[src/rtl/pipe_skid_stage.sv]
// Two-entry skid buffer pipeline stage: registered valid/ready handshake on both sides,
// with a head (main) entry feeding the output and a skid entry absorbing one beat of backpressure.
module pipe_skid_stage #(
    parameter int WIDTH      = 32,
    parameter bit ZERO_EMPTY = 1'b1
) (
    input  logic             clk,
    input  logic             reset,
    input  logic             flush,
    input  logic             in_valid,
    output logic             in_ready,
    input  logic [WIDTH-1:0] in_data,
    output logic             out_valid,
    input  logic             out_ready,
    output logic [WIDTH-1:0] out_data,
    output logic [1:0]       occupancy
);

    localparam logic [WIDTH-1:0] ZERO_DATA = {WIDTH{1'b0}};

    logic             main_valid_r;
    logic [WIDTH-1:0] main_data_r;
    logic             skid_valid_r;
    logic [WIDTH-1:0] skid_data_r;
    logic [1:0]       occupancy_r;
    logic             in_ready_r;

    logic             main_valid_nxt_s;
    logic [WIDTH-1:0] main_data_nxt_s;
    logic             skid_valid_nxt_s;
    logic [WIDTH-1:0] skid_data_nxt_s;
    logic [1:0]       occupancy_nxt_s;
    logic             in_ready_nxt_s;

    logic             in_fire_s;
    logic             out_fire_s;

    assign in_fire_s  = in_valid & in_ready_r;
    assign out_fire_s = main_valid_r & out_ready;

    // Next-state for both entries; flush wins over every transfer.
    always_comb begin
        main_valid_nxt_s = main_valid_r;
        main_data_nxt_s  = main_data_r;
        skid_valid_nxt_s = skid_valid_r;
        skid_data_nxt_s  = skid_data_r;
        if (flush) begin
            main_valid_nxt_s = 1'b0;
            skid_valid_nxt_s = 1'b0;
            if (ZERO_EMPTY) begin
                main_data_nxt_s = ZERO_DATA;
                skid_data_nxt_s = ZERO_DATA;
            end else begin
                main_data_nxt_s = main_data_r;
                skid_data_nxt_s = skid_data_r;
            end
        end else if (skid_valid_r) begin
            // in_ready is low here, so only the drain of main can happen
            if (out_fire_s) begin
                main_data_nxt_s  = skid_data_r;
                skid_valid_nxt_s = 1'b0;
                if (ZERO_EMPTY) begin
                    skid_data_nxt_s = ZERO_DATA;
                end else begin
                    skid_data_nxt_s = skid_data_r;
                end
            end else begin
                skid_valid_nxt_s = 1'b1;
            end
        end else if (main_valid_r) begin
            case ({out_fire_s, in_fire_s})
                2'b11: begin
                    main_data_nxt_s = in_data;
                end
                2'b10: begin
                    main_valid_nxt_s = 1'b0;
                    if (ZERO_EMPTY) begin
                        main_data_nxt_s = ZERO_DATA;
                    end else begin
                        main_data_nxt_s = main_data_r;
                    end
                end
                2'b01: begin
                    skid_valid_nxt_s = 1'b1;
                    skid_data_nxt_s  = in_data;
                end
                default: begin
                    main_valid_nxt_s = 1'b1;
                end
            endcase
        end else begin
            if (in_fire_s) begin
                main_valid_nxt_s = 1'b1;
                main_data_nxt_s  = in_data;
            end else begin
                main_valid_nxt_s = 1'b0;
            end
        end
    end

    // Derived registered flags, computed from the next valid bits so they never lag.
    always_comb begin
        in_ready_nxt_s  = ~skid_valid_nxt_s;
        occupancy_nxt_s = {1'b0, main_valid_nxt_s} + {1'b0, skid_valid_nxt_s};
    end

    // State registers with synchronous reset.
    always_ff @(posedge clk) begin
        if (reset) begin
            main_valid_r <= 1'b0;
            main_data_r  <= ZERO_DATA;
            skid_valid_r <= 1'b0;
            skid_data_r  <= ZERO_DATA;
            occupancy_r  <= 2'd0;
            in_ready_r   <= 1'b1;
        end else begin
            main_valid_r <= main_valid_nxt_s;
            main_data_r  <= main_data_nxt_s;
            skid_valid_r <= skid_valid_nxt_s;
            skid_data_r  <= skid_data_nxt_s;
            occupancy_r  <= occupancy_nxt_s;
            in_ready_r   <= in_ready_nxt_s;
        end
    end

    assign in_ready  = in_ready_r;
    assign out_valid = main_valid_r;
    assign out_data  = main_data_r;
    assign occupancy = occupancy_r;

endmodule

[config.mk]
export PLATFORM = sky130hd
export DESIGN_NAME = pipe_skid_stage
export DESIGN_NICKNAME = d
export VERILOG_FILES = /design/src/rtl/pipe_skid_stage.sv
export SDC_FILE = /design/constraint.sdc
export NUM_CORES = 1
export LEC_CHECK = 0
export BUFFER_PORTS_ARGS = -buffer_cell sky130_fd_sc_hd__buf_2
export CORE_ASPECT_RATIO = 1.2
export CORE_MARGIN = 2
export CORE_UTILIZATION = 31
export DETAILED_ROUTE_END_ITERATION = 6
export PLACE_DENSITY = 0.5
export SLEW_MARGIN = 20
export SYNTH_ARGS = -nofsm -noshare
export SYNTH_HDL_FRONTEND = slang
export SYNTH_SLANG_ARGS = --single-unit
[constraint.sdc]
create_clock -name clk -period 1.7 [get_ports clk]
set_input_delay 0.255 -clock clk [delete_from_list [all_inputs] [get_ports clk]]
set_output_delay 0.255 -clock clk [all_outputs]
set_load 0.02 [all_outputs]
==> run summary <==
H-tree depth - 3
Filler cells - 910
final setup margin - 0.195 ns
area of the core - 8520 µm²
status - finished, final reports clean
vias per std cell - 5.16
Root Driver - clkbuf_8
Net Count, Synth - 284
Hold Vio Cnt, Final - 0
synth warn - 0
WHS - 0.122 ns
Setup WS pre-CTS - 0.214 ns
DP Area - 3170 µm²
Critical Path RT - 1.92 ns
fmax - 665 MHz
Area Growth Syn to Fin - 23.4%
Antenna Nets Post-Route - 0
Num CTS Buffers - 9
most frequent cell after synthesis - dfxtp_1
worst vdd ir - 0.376 mV
antenna cells - 0
crit path kind - flop to flop
post-route cell area - 3330 µm²
worst-path cell chain - nand4bb_2, buf_4, a222oi_1, a211oi_2
Residual DRC - 0
PwrDens - 962 nW/µm²
Die ar. - 9480 µm²
CP arrival - 1.73 ns
Placed Cells - 422
GR Overflow Total - 0
Post-DP HPWL - 4.58 mm
Syn Area/Cell - 10.9 µm²
Post-synth top cells - dfxtp_1 (69), inv_1 (34), a222oi_1 (32), a22o_1 (32), a211oi_1 (30)
first-pass GRT wire length - 11.4 mm
Routed WL - 7.22 mm
total clock sinks - 69
1st-iter DRT viols - 157
Net count, final - 353
clk_lat worst skew - 0.35 ns
CP max-delay cell - a222oi_1
worst slew pin tran - 0.360 ns
Top Ports - 73
EDFF count, synth - 0
Pins Over Slew Limit - 0
share of the synthesized area in the top cell type - 0.511
CP max FO - 25
Layout Utilization - 0.391
CTS tree - done
Via Count - 2262
Post-synth ARST share - 0
pin count of the biggest net entering global routing - 33
drt first pass iters - 5
crit share post-route - 0.885
Finish-stage setup viols - 0
largest cells by area after synthesis - dfxtp_1 (51%), a222oi_1 (12%), a22o_1 (10%)
Tot Pwr - 3.21 mW
register area share after synthesis - 0.511
static leakage - 1.40 nW
minimum clock period - 1.50 ns
RSZ-0062 raised after global routing - no
CP Launch Type - flop
number of I/O port buffers - 72
Die H - 106 µm
Synth area leader - dfxtp_1
Setup Total Neg Slack - 0 ns
CTS Buffer Depth - 2
chip width - 89.2 µm
mapped cell area - 2700 µm²
Unique masters post-synth - 27
number of antenna violations at the first check in global routing - 0
Row Count - 37
Buf+Inv Stages, Crit Path - 1
vias in the first global route - 2179
post-synthesis register bit count - 69
CP peak stage delay - 0.40 ns
CTS Hold Bufs - 0
cells after synthesis - 247
RD Place Congestion - 0.723
GRT Util Overall - 0.159
Rel. slew slack - 0.760
max-cap violation count - 0
Worst Hold Class - input port to flop
starting density of the core - 0.317
layout cell share with drive strength beyond 1 - 0.333
fin cells - 438
crit end category - flop
delay-heaviest family, CP - compound AO/OA/AOI/OAI gates
CTS clock-pin slew for the worst setup and hold paths - 0.08 ns
predominant post-synthesis flop cell - dfxtp_1
Fin Clk Skew - 0.0103 ns
cts repair resizes - 0
wire per inst - 16.5 µm
post-CTS setup buffers - 0
==> state kept, by name (all words and copies together) (netlist names) <==
name,count
occupancy,2
skid_valid_r,1
skid_data_r,32
in_ready,1
out_data,32
out_valid,1
==> worst paths after layout <==
check	startpoint	endpoint	slack [ns]	depth (start not counted)
max	out_valid	out_data[14]	0.20	4
min	in_data[20]	skid_data_r[20]	0.12	2
max reg2reg	out_valid	out_data[14]	0.20	4
min reg2reg	out_data[27]	out_data[27]	0.45	2
==> report_power, final <==
part	switching, mW	internal (mW)	total (mW)
Sequential	0.0220	1.66	1.68
Clock	0.612	0.519	1.13
Combinational	0.243	0.151	0.394
==> cells in the final DEF, fill, tap and decap left out, drive strengths merged <==
cell	n
and2	2
xnor2	1
nor3	1
a211oi	32
nand2	1
or4b	1
a222oi	32
nand3b	1
and3b	1
clkbuf	11
dfxtp	69
a21oi	2
nand4bb	1
nor2b	2
nor2	2
buf	87
clkinv	4
a31oi	1
a221oi	1
o21ai	1
clkinvlp	1
a22o	32
or2	1
inv	34
==> kinds of logic (layout without fill, tap and decap cells) <==
family          Yosys count  after routing  synth area share
xor+xnor                  1              1           0.00324
flops                    69             69             0.511
buf+inv                  63            137             0.117
compound gates          101            101             0.333
simple gates             13             13            0.0357
==> layout make-up <==
cell class,instances,area (µm²),share of cell area
clock buffers,11,131,0.0394
clock inverters,5,27.5,0.00826
inverters,34,128,0.0383
multi-input cells,115,1010,0.303
flip-flops and latches,69,1380,0.414
well taps,117,146,0.0439
repair buffers,87,510,0.153
==> routing by layer <==
layer	wire length [µm]	part of all wire	vias to the layer above	global-route usage
met4	121	0.017	0	0.0576
met1	3200	0.44	1078	0.206
met3	451	0.062	9	0.0551
met5	0	0	-	0
li1	-	-	1092	-
met2	3440	0.48	83	0.244
==> worst register-to-register path: stages (launching register included) <==
cell       delay, ns
dfxtp_1         0.37
nand4bb_2       0.26
buf_4           0.26
a222oi_1        0.40
a211oi_2        0.08
(Power assumes the default switching activity.)
